===== config.mk =====
export PLATFORM = sky130hd
export DESIGN_NAME = cp0_exception_sequencer_flat
export DESIGN_NICKNAME = d
export VERILOG_FILES = /design/src/rtl/cp0_exception_sequencer_if.sv /design/src/rtl/cp0_exception_sequencer.sv /design/src/flat_wrapper.sv
export SDC_FILE = /design/constraint.sdc
export NUM_CORES = 1
export LEC_CHECK = 0
export BUFFER_PORTS_ARGS = -buffer_cell sky130_fd_sc_hd__clkbuf_2
export CAP_MARGIN = 25
export CORE_AREA = 2 2 203 205
export CTS_CLUSTER_SIZE = 20
export DETAILED_ROUTE_END_ITERATION = 10
export DIE_AREA = 0 0 205 207
export GPL_ROUTABILITY_DRIVEN = 0
export PLACE_DENSITY = 0.52
export SLEW_MARGIN = 0
export SYNTH_ARGS = -nofsm -noshare
export SYNTH_HDL_FRONTEND = slang
export SYNTH_SLANG_ARGS = --single-unit

===== constraint.sdc =====
create_clock -name clk -period 5.6 [get_ports clk]
set_input_delay 1.12 -clock clk [delete_from_list [all_inputs] [get_ports clk]]
set_output_delay 1.12 -clock clk [all_outputs]
set_load 0.005 [all_outputs]

===== src/rtl/cp0_exception_sequencer_if.sv =====
// Fetch redirect handshake between the exception sequencer and fetch.
// master drives the target; slave accepts it with ready.
interface cp0_exception_sequencer_if;
  logic        redirect_valid;
  logic [31:0] redirect_pc;
  logic        redirect_ready;

  modport master (
    output redirect_valid,
    output redirect_pc,
    input  redirect_ready
  );

  modport slave (
    input  redirect_valid,
    input  redirect_pc,
    output redirect_ready
  );
endinterface


===== src/rtl/cp0_exception_sequencer.sv =====
// Picks one exception/interrupt, drains memory, pulses CP0, redirects fetch.
// Define CP0_EXC_PERF_EN to build the committed exception/interrupt counters.
module cp0_exception_sequencer #(
  parameter int NUM_SRC = 4,
  parameter int CAUSE_W = 5
) (
  input  logic                       clk,
  input  logic                       reset,
  input  logic [NUM_SRC-1:0]         src_valid,
  input  logic [NUM_SRC*CAUSE_W-1:0] src_cause,
  input  logic [NUM_SRC*32-1:0]      src_pc,
  input  logic [NUM_SRC*32-1:0]      src_badvaddr,
  input  logic [NUM_SRC-1:0]         src_bd,
  input  logic                       int_req,
  input  logic                       commit_valid,
  input  logic [31:0]                commit_pc,
  input  logic                       commit_bd,
  input  logic                       mem_busy,
  input  logic                       cp0_jump,
  input  logic [31:0]                cp0_jump_addr,
  output logic                       exc_in_pipe,
  output logic                       cp0_exc,
  output logic [CAUSE_W-1:0]         cp0_cause,
  output logic [31:0]                cp0_pc,
  output logic [31:0]                cp0_badvaddr,
  output logic                       cp0_bd,
  output logic                       flush,
  cp0_exception_sequencer_if.master  redir,
  output logic [31:0]                perf_exc_cnt,
  output logic [31:0]                perf_int_cnt
);

  typedef enum logic [1:0] {
    IDLE,
    DRAIN,
    COMMIT,
    REDIRECT
  } state_t;

  state_t state;

  logic               winValid;
  logic [CAUSE_W-1:0] winCause;
  logic [31:0]        winPc;
  logic [31:0]        winBad;
  logic               winBd;

  logic [CAUSE_W-1:0] capCause;
  logic [31:0]        capPc;
  logic [31:0]        capBad;
  logic               capBd;

  logic               rdValid;
  logic [31:0]        rdPc;

  // Scan from youngest to oldest so the oldest valid source wins;
  // an interrupt on a real instruction overrides every stage.
  always_comb begin
    winValid = 1'b0;
    winCause = '0;
    winPc    = '0;
    winBad   = '0;
    winBd    = 1'b0;
    for (int i = NUM_SRC - 1; i >= 0; i--) begin
      if (src_valid[i]) begin
        winValid = 1'b1;
        winCause = src_cause[i*CAUSE_W +: CAUSE_W];
        winPc    = src_pc[i*32 +: 32];
        winBad   = src_badvaddr[i*32 +: 32];
        winBd    = src_bd[i];
      end
    end
    if (int_req && commit_valid) begin
      winValid = 1'b1;
      winCause = '0;
      winPc    = commit_pc;
      winBad   = '0;
      winBd    = commit_bd;
    end
  end

  assign exc_in_pipe = (state != IDLE) | (|src_valid);

  always_ff @(posedge clk) begin
    if (reset) begin
      state        <= IDLE;
      capCause     <= '0;
      capPc        <= '0;
      capBad       <= '0;
      capBd        <= 1'b0;
      cp0_exc      <= 1'b0;
      cp0_cause    <= '0;
      cp0_pc       <= '0;
      cp0_badvaddr <= '0;
      cp0_bd       <= 1'b0;
      flush        <= 1'b0;
      rdValid      <= 1'b0;
      rdPc         <= '0;
    end else begin
      unique case (state)
        IDLE: begin
          if (winValid) begin
            state    <= DRAIN;
            flush    <= 1'b1;
            capCause <= winCause;
            capPc    <= winPc;
            capBad   <= winBad;
            capBd    <= winBd;
          end
        end
        DRAIN: begin
          if (!mem_busy) begin
            state        <= COMMIT;
            cp0_exc      <= 1'b1;
            cp0_cause    <= capCause;
            cp0_pc       <= capPc;
            cp0_badvaddr <= capBad;
            cp0_bd       <= capBd;
          end
        end
        COMMIT: begin
          state        <= REDIRECT;
          cp0_exc      <= 1'b0;
          cp0_cause    <= '0;
          cp0_pc       <= '0;
          cp0_badvaddr <= '0;
          cp0_bd       <= 1'b0;
          rdValid      <= 1'b1;
          // CP0 missing a jump is a protocol error; fall back to the faulting PC.
          rdPc         <= cp0_jump ? cp0_jump_addr : capPc;
        end
        REDIRECT: begin
          if (redir.redirect_ready) begin
            state   <= IDLE;
            flush   <= 1'b0;
            rdValid <= 1'b0;
            rdPc    <= '0;
          end
        end
        default: state <= IDLE;
      endcase
    end
  end

  assign redir.redirect_valid = rdValid;
  assign redir.redirect_pc    = rdPc;

`ifdef CP0_EXC_PERF_EN
  logic [31:0] excCnt;
  logic [31:0] intCnt;

  always_ff @(posedge clk) begin
    if (reset) begin
      excCnt <= '0;
      intCnt <= '0;
    end else if (state == COMMIT) begin
      if (capCause != '0) begin
        excCnt <= excCnt + 32'd1;
      end else begin
        intCnt <= intCnt + 32'd1;
      end
    end
  end

  assign perf_exc_cnt = excCnt;
  assign perf_int_cnt = intCnt;
`else
  assign perf_exc_cnt = '0;
  assign perf_int_cnt = '0;
`endif

endmodule

===== src/flat_wrapper.sv =====
// flat-port wrapper written by rule: the top's interface ports become plain ports
module cp0_exception_sequencer_flat 
#(
  parameter int NUM_SRC = 4,
  parameter int CAUSE_W = 5
)
  (clk, reset, src_valid, src_cause, src_pc, src_badvaddr, src_bd, int_req, commit_valid, commit_pc, commit_bd, mem_busy, cp0_jump, cp0_jump_addr, exc_in_pipe, cp0_exc, cp0_cause, cp0_pc, cp0_badvaddr, cp0_bd, flush, perf_exc_cnt, perf_int_cnt, redir_redirect_valid, redir_redirect_pc, redir_redirect_ready);
  cp0_exception_sequencer_if redir_i ();
  input  logic clk;
  input  logic reset;
  input  logic [NUM_SRC-1:0] src_valid;
  input  logic [NUM_SRC*CAUSE_W-1:0] src_cause;
  input  logic [NUM_SRC*32-1:0] src_pc;
  input  logic [NUM_SRC*32-1:0] src_badvaddr;
  input  logic [NUM_SRC-1:0] src_bd;
  input  logic int_req;
  input  logic commit_valid;
  input  logic [31:0] commit_pc;
  input  logic commit_bd;
  input  logic mem_busy;
  input  logic cp0_jump;
  input  logic [31:0] cp0_jump_addr;
  output logic exc_in_pipe;
  output logic cp0_exc;
  output logic [CAUSE_W-1:0] cp0_cause;
  output logic [31:0] cp0_pc;
  output logic [31:0] cp0_badvaddr;
  output logic cp0_bd;
  output logic flush;
  output logic [31:0] perf_exc_cnt;
  output logic [31:0] perf_int_cnt;
  output wire logic [$bits(redir_i.redirect_valid)-1:0] redir_redirect_valid;
  output wire logic [$bits(redir_i.redirect_pc)-1:0] redir_redirect_pc;
  input wire logic [$bits(redir_i.redirect_ready)-1:0] redir_redirect_ready;
  assign redir_redirect_valid = redir_i.redirect_valid;
  assign redir_redirect_pc = redir_i.redirect_pc;
  assign redir_i.redirect_ready = redir_redirect_ready;
  cp0_exception_sequencer #(.NUM_SRC(NUM_SRC), .CAUSE_W(CAUSE_W)) u_core (.clk(clk), .reset(reset), .src_valid(src_valid), .src_cause(src_cause), .src_pc(src_pc), .src_badvaddr(src_badvaddr), .src_bd(src_bd), .int_req(int_req), .commit_valid(commit_valid), .commit_pc(commit_pc), .commit_bd(commit_bd), .mem_busy(mem_busy), .cp0_jump(cp0_jump), .cp0_jump_addr(cp0_jump_addr), .exc_in_pipe(exc_in_pipe), .cp0_exc(cp0_exc), .cp0_cause(cp0_cause), .cp0_pc(cp0_pc), .cp0_badvaddr(cp0_badvaddr), .cp0_bd(cp0_bd), .flush(flush), .redir(redir_i), .perf_exc_cnt(perf_exc_cnt), .perf_int_cnt(perf_int_cnt));
endmodule

==> impl_metrics.ini, run 1 <==
[status]
status = finished, final reports clean

[logic_synthesis]
netlist_instances = 1125
synth_area_leaders = dfxtp_1 37%, nor4bb_1 7.3%, a221oi_1 6.4%
synth_top_area_share_pct = 36.79
synth_most_common_cell = dfxtp_1
synth_cell_types = 32
synth.avg_cell_area_sq_um = 8.560
yosysWarnings = 0
syn_area_sq_um = 9630
synth-seq-cells = 177
synth_enable_flop_cells = 0
synth_common_cells = 177 x dfxtp_1, 107 x nor2_1, 104 x a21oi_1, 94 x clkbuf_1, 75 x nand2_1
synth_seq_area_share_pct = 36.79
async_flop_share_pct = 0
synth_ff_type = dfxtp_1
synth_top_cell_by_area = dfxtp_1

[detailed_routing]
route.top_layer_used = met4
vias_per_cell = 4.842
wl_met3_um = 2459
route.detailed.drc = 0
wl_met2_um = 18700
antenna_left = 0
wl_met1_um = 16070
wl_um = 37930
wl_per_cell_um = 18.55
drt-pass1-iter-count = 5
drt_iter0_drc = 419
vias = 9901

[sta]
fin_setup_tns_ns = 0
worst_pin_slew_ns = 1.000
finalHoldViolCount = 0
slew_headroom_pct = 33.33
rsz0062_at_grt = false
slew_viol_final = 0
worst_slack_ns = 2.118
skew_ns = 0.009109
setup_violations = 0
max_freq_mhz = 287.2
period_needed_ns = 3.482
period_share_pct = 62.18
whs_ns = 0.4747

[die]
chipHeight_um = 207
die-area_sq_um = 42440
fp.dieW_um = 205
start_util_pct = 23.86
pin_count = 526
core_sq_um = 40370
row_count = 74

[clock_tree]
cts_inserted_buffers = 17
cts_htree_levels = 4
insertion_delay_ns = 0.45
cts_tree = yes
post_cts_resized = 0
hold_buffers = 0
cts-root-buf = clkbuf_16
post-cts-setup-buffers = 0
cts_sinks = 177
max-clock-path-buffers = 2
path_clk_slew_ns = 0.07

[final_layout]
drive_gt1_share_pct = 34.59
nets = 1860
stdcell_count = 2045
area_growth_pct = 32.29
fillers = 4362

[critical_path]
crit_path_end_kind = primary output
path_class = in2out
path_max_fanout = 22
start_kind = primary input
critical_path_arrival_ns = 2.36
crit_required_ns = 4.48

[global_route]
grt_first_pass_wirelength_um = 57090
grt_max_degree = 90
grt-ovfl-total = 0
grt_pass1_vias = 9802
grtUsageTotal_pct = 17.50
antenna_found_initial = 1

[placed_design]
port_buffers = 461
hpwlAfterDp_um = 25760
place_inst = 2010
place_ws_ns = 1.875

[power]
powerDensity_nw_per_um2 = 350.6
peakVddDrop_v = 0.0003228
leakage_nw = 5.661

[flow_run]
max-cap-violations = 0

[min_path]
hold_class = reg2reg
-- state kept, by name (all words and copies together) (netlist names) --
| signal | cells |
|---|---|
| u_core.state | 2 |
| u_core.cp0_bd | 1 |
| u_core.capCause | 5 |
| u_core.flush | 1 |
| u_core.cp0_exc | 1 |
| u_core.cp0_pc | 32 |
| u_core.capPc | 32 |
| u_core.capBad | 32 |
| u_core.cp0_badvaddr | 32 |
| u_core.capBd | 1 |
| u_core.cp0_cause | 5 |
| u_core.redir.redirect_valid | 1 |
| u_core.redir.redirect_pc | 32 |
-- cells in the final DEF (no fill, tap or decap), types with 2 or more instances in the layout --
cell | netlist | final
clkbuf_2 | 0 | 456
a21oi_4 | 0 | 2
nor3_1 | 32 | 32
clkinv_4 | 0 | 3
buf_2 | 24 | 2
a21oi_1 | 104 | 104
mux2i_1 | 34 | 33
bufinv_16 | 0 | 4
a221oi_1 | 70 | 70
nor2b_1 | 73 | 72
o21a_1 | 33 | 33
nand2_1 | 75 | 74
ha_1 | 5 | 2
buf_4 | 66 | 21
o311ai_0 | 33 | 33
nor2_1 | 107 | 107
a22o_1 | 70 | 70
o31ai_1 | 37 | 37
inv_6 | 0 | 2
nor4bb_1 | 70 | 70
inv_1 | 2 | 2
dfxtp_1 | 177 | 177
conb_1 | 1 | 64
clkbuf_16 | 0 | 17
ha_2 | 0 | 2
inv_8 | 0 | 2
-- critical path, cell delays in order --
cell and delay (ns):
buf_2 0.10, buf_4 0.24, nor4_4 0.54, nand2_1 0.18, clkbuf_2 0.17
-- power breakdown --
group          leakage, nW  switching, mW  internal [mW]
combinational         3.91          0.911          0.616
clock                0.312          0.567          0.770
sequential            1.44          0.134           1.47
total                 5.66           1.61           2.86
-- metal layers --
metal,track usage (%),vias to the layer above
li1,-,4811
met1,20.98,4635
met2,30.98,423
met3,3.508,32
met4,5.755,0
met5,0,-
-- cells by family (layout without fill, tap and decap cells) --
kind of cell / count (synthesis) / count (layout) / synth area share (%)
AND/OR/NAND/NOR: 364 / 364 / 21.41
AO/OA/AOI/OAI: 353 / 353 / 27.09
buffers and inverters: 191 / 515 / 10.48
flip-flops: 177 / 177 / 36.79
multiplexers: 34 / 34 / 3.534
adder cells (fa/ha/maj): 5 / 5 / 0.6496
other: 1 / 65 / 0.03894
-- per-stage QoR --
stage	power (mW)	utilization [%]	cell area, sq um
2_1_floorplan	2.582	-	9867
3_3_place_gp	3.111	29.84	12050
3_5_place_dp	3.144	29.84	12050
4_1_cts	4.499	31.43	12690
5_1_grt	4.735	31.55	12740
6_report	4.467	31.56	12740
-- worst paths after layout --
kind,depth (start not counted),slack (ns),end,start
worst min register to register,1,0.47,u_core.capCause[1],u_core.capCause[1]
worst max-delay path,5,2.12,exc_in_pipe,src_valid[2]
worst max register to register,6,2.66,u_core.capBad[2],u_core.state[0]
worst min-delay path,1,0.47,u_core.capCause[1],u_core.capCause[1]
-- final cells by class --
type                            count  area (sq um)  share of cell area [%]
Antenna cell                        1         2.502                 0.01964
Clock buffer                       19         442.9                   3.477
Multi-Input combinational cell    820          5381                   42.24
Tap cell                          532         665.6                   5.225
Sequential cell                   177          3543                   27.81
Inverter                            2         7.507                 0.05893
Timing Repair Buffer              481          2497                   19.60
Clock inverter                     13         198.9                   1.562
(Power assumes the default switching activity.)
==> run 2: changes to the inputs <==
CORE_AREA = 2 2 204 206   (was 2 2 203 205)
DIE_AREA = 0 0 206 208   (was 0 0 205 207)
clock period = 3.5 ns   (was 5.6 ns; I/O delays follow)
==> impl_metrics.ini, run 2 (synthesized netlist as in run 1, its figures left out) <==
[final_layout]
area_growth_pct = 31.67
nets = 1863
drive_gt1_share_pct = 34.72
final_common_cell = clkbuf_2
fin_util_pct = 31.27
layout_common_cells = 456 x clkbuf_2, 177 x dfxtp_1, 107 x nor2_1
stdcell_count = 2048
stdcell_area_sq_um = 12680

[sta]
slew_headroom_pct = 34.73
worst_pin_slew_ns = 0.9764
whs_ns = 0.4722
rsz0062_at_grt = false
worst_slack_ns = 1.087
skew_ns = 0.008380
finalHoldViolCount = 0
fin_setup_tns_ns = 0
period_share_pct = 68.95
setup_violations = 0
max_freq_mhz = 414.4
period_needed_ns = 2.413
slew_viol_final = 0

[flow_run]
max-cap-violations = 0

[critical_path]
cp-endpoint = u_core.cp0_badvaddr[11]
path_depth = 6
cp_cell_sequence = inv_1 > ha_2 > o21bai_4 > buf_4 > a21oi_1 > nor2_1
cp-startpoint = u_core.state[1]
crit_family = compound AO/OA/AOI/OAI gates
ff2ff_path_depth = 6
path_max_fanout = 37
start_kind = flip-flop
r2r-end = u_core.cp0_badvaddr[11]
crit_path_end_kind = flip-flop
r2r_slack_ns = 1.09
critical_path_arrival_ns = 2.80
max_stage_delay_ns = 0.77
path_class = reg2reg
slowest_stage = o21bai_4
critPathBufInv = 2
crit_required_ns = 3.88
rr_startpoint = u_core.state[1]

[clock_tree]
max-clock-path-buffers = 2
path_clk_slew_ns = 0.06
cts_tree = yes
post-cts-setup-buffers = 0
hold_buffers = 0
cts-root-buf = clkbuf_16
cts_sinks = 177
insertion_delay_ns = 0.46
post_cts_resized = 0
cts_htree_levels = 4
cts_inserted_buffers = 17

[placed_design]
place_area_sq_um = 12100
port_buffers = 461
place_ws_ns = 0.8296
place_inst = 2015
hpwlAfterDp_um = 27750

[detailed_routing]
wl_per_cell_um = 18.80
antenna_left = 0
vias = 10032
route.detailed.drc = 0
vias_per_cell = 4.898
drt-pass1-iter-count = 5
wl_um = 38500
drt_iter0_drc = 523

[global_route]
grt_pass1_vias = 9662
grt-ovfl-total = 0
antenna_found_initial = 3
grt_first_pass_wirelength_um = 56720
grtUsageTotal_pct = 17.23
grt_max_degree = 78

[die]
core_sq_um = 40550
start_util_pct = 23.75
chipHeight_um = 208
row_count = 74
die-area_sq_um = 42850
fp.dieW_um = 206
pin_count = 526

[power]
p_comb_share_pct = 34.8
finalPower_mw = 6.872
p_switching_mw = 2.513
p_sw_share_pct = 36.57
p_int_mw = 4.359
p_seq_share_pct = 37.5
powerDensity_nw_per_um2 = 542.0
power.share.clock_pct = 27.7
peakVddDrop_v = 0.0003588
leakage_nw = 5.630

[status]
status = finished, final reports clean

[min_path]
hold_class = reg2reg
-- run 2: cell types whose count changed in the layout (fill, tap and decap cells not counted) --
| cell | delta |
|---|---|
| clkinv_2 | +1 |
| clkbuf_8 | +2 |
| buf_2 | -2 |
| clkinv_4 | -1 |
| buf_16 | -1 |
| bufinv_16 | -3 |
| clkinvlp_4 | +3 |
| buf_4 | +6 |
| inv_8 | -2 |
-- run 2: layout make-up --
cell class | count | area (sq um)
sequential | 177 | 3543
clock inverter | 11 | 105.1
clock buffer | 21 | 470.5
inverter | 2 | 7.507
fill | 4413 | 27870
tap | 532 | 665.6
timing repair buffer | 484 | 2505
multi-input combinational | 820 | 5381
antenna | 1 | 2.502
-- run 2: worst min path at each step --
stage	startpoint	to	cells past startpoint
global route	u_core.capBad[13]	u_core.capBad[13]	1
floorplan	u_core.capBad[0]	u_core.capBad[0]	1
detailed placement	u_core.capBad[5]	u_core.capBad[5]	1
CTS	u_core.capBad[5]	u_core.capBad[5]	1
global placement	u_core.capBad[5]	u_core.capBad[5]	1
finish	u_core.capBad[15]	u_core.capBad[15]	1
-- run 2: worst register-to-register path, cell delays in order (launching register included) --
cell and delay [ns]:
dfxtp_1 0.42, inv_1 0.11, ha_2 0.21, o21bai_4 0.77, buf_4 0.56, a21oi_1 0.17, nor2_1 0.11
-- run 2: power groups by stage --
stage               Sequential, mW  Clock, mW  Combinational [mW]
CTS                           2.58       1.97                2.44
detailed placement            2.62          0                2.43
global placement              2.62          0                2.41
finish                        2.58       1.90                2.39
floorplan                     2.55          0                1.58
global route                  2.61       2.05                2.63
-- run 2: per-layer routing --
layer	up-vias	track usage [%]	routed length, um
li1	4810	-	-
met1	4707	20.53	15880
met2	441	28.92	18360
met3	70	4.778	3064
met4	4	7.192	1166
met5	-	0	26
==> run 3: changes to the inputs <==
clock period = 2.35 ns   (was 3.5 ns; I/O delays follow)
==> impl_metrics.ini, run 3 (synthesized netlist as in run 1, its figures left out) <==
[sta]
period_share_pct = 91.32
fin_setup_tns_ns = 0
rsz0062_at_grt = false
slew_viol_final = 0
period_needed_ns = 2.146
skew_ns = 0.008581
max_freq_mhz = 466.0
worst_slack_ns = 0.2041
setup_violations = 0
worst_pin_slew_ns = 0.8603
slew_headroom_pct = 42.65
whs_ns = 0.3390
finalHoldViolCount = 0

[placed_design]
hpwlAfterDp_um = 27830
place_ws_ns = 0.1115
place_area_sq_um = 12270
place_inst = 2017
port_buffers = 461

[critical_path]
r2r-end = u_core.capBad[8]
critical_path_arrival_ns = 2.53
rr_startpoint = u_core.state[0]
crit_required_ns = 2.74
crit_path_end_kind = flip-flop
r2r_slack_ns = 0.20
path_class = reg2reg
start_kind = flip-flop
cp-startpoint = u_core.state[0]
path_max_fanout = 37
ff2ff_path_depth = 6

[min_path]
hold-path-endpoint = u_core.capBad[16]
hold_class = in2reg
hold_depth = 4
hp-start = src_badvaddr[16]

[clock_tree]
cts_sinks = 177
path_clk_slew_ns = 0.07
cts_htree_levels = 4
post-cts-setup-buffers = 0
insertion_delay_ns = 0.45
cts_tree = yes
max-clock-path-buffers = 2
hold_buffers = 0
cts_inserted_buffers = 17
post_cts_resized = 0
cts-root-buf = clkbuf_16

[die]
fp.dieW_um = 206
chipHeight_um = 208
start_util_pct = 23.75
die-area_sq_um = 42850
row_count = 74
pin_count = 526
core_sq_um = 40550

[global_route]
grt-ovfl-total = 0
grt_max_degree = 90
grt_first_pass_wirelength_um = 58090
grt_pass1_vias = 9685
antenna_found_initial = 2
grtUsageTotal_pct = 17.59

[final_layout]
nets = 1865
stdcell_area_sq_um = 12860
fin_util_pct = 31.70
stdcell_count = 2049
area_growth_pct = 33.49
drive_gt1_share_pct = 34.74
layout_common_cells = 456 x clkbuf_2, 177 x dfxtp_1, 107 x nor2_1
final_common_cell = clkbuf_2
diodes = 0

[detailed_routing]
route.detailed.drc = 0
wl_per_cell_um = 19.03
wl_um = 38990
drt-pass1-iter-count = 5
antenna_left = 0
vias_per_cell = 4.936
drt_iter0_drc = 520
vias = 10114

[power]
leakage_nw = 5.700
finalPower_mw = 10.50
powerDensity_nw_per_um2 = 816.7
peakVddDrop_v = 0.0005122

[status]
status = finished, final reports clean

[flow_run]
max-cap-violations = 0
run 3: how the worst max path moves through the flow:
stage / cells after the start / slack, ns / endpoint
2_1_floorplan: 7 / 0.48 / u_core.redir.redirect_pc[0]
3_3_place_gp: 6 / 0.15 / u_core.capPc[21]
3_5_place_dp: 6 / 0.11 / u_core.capPc[21]
4_1_cts: 6 / 0.20 / u_core.capBad[8]
5_1_grt: 6 / 0.02 / u_core.capBad[10]
6_report: 6 / 0.20 / u_core.capBad[8]
run 3: per-layer routing:
layer | global-route usage, % | share of wire, %
met5 | 0 | 0.085
met3 | 4.026 | 6.7
met1 | 21.99 | 43
met2 | 29.81 | 48
met4 | 5.369 | 2.2
run 3: layout make-up:
cell class / count / area, sq um
inverter: 2 / 7.507
clock inverter: 11 / 127.6
tap: 532 / 665.6
fill: 4349 / 27700
timing repair buffer: 486 / 2670
sequential: 177 / 3543
clock buffer: 21 / 460.4
multi-input combinational: 820 / 5381
run 3: worst max-delay path, stage by stage (launching register included):
cell,delay (ns)
dfxtp_1,0.35
inv_1,0.15
ha_1,0.33
nand2b_1,0.15
a21oi_4,0.13
and2_2,0.70
a22o_1,0.23
run 3: power breakdown:
part | internal, mW | leakage [nW] | switching, mW
registers | 3.50 | 1.44 | 0.337
clock network | 1.63 | 0.281 | 1.29
logic | 1.57 | 3.98 | 2.17
total | 6.71 | 5.70 | 3.79
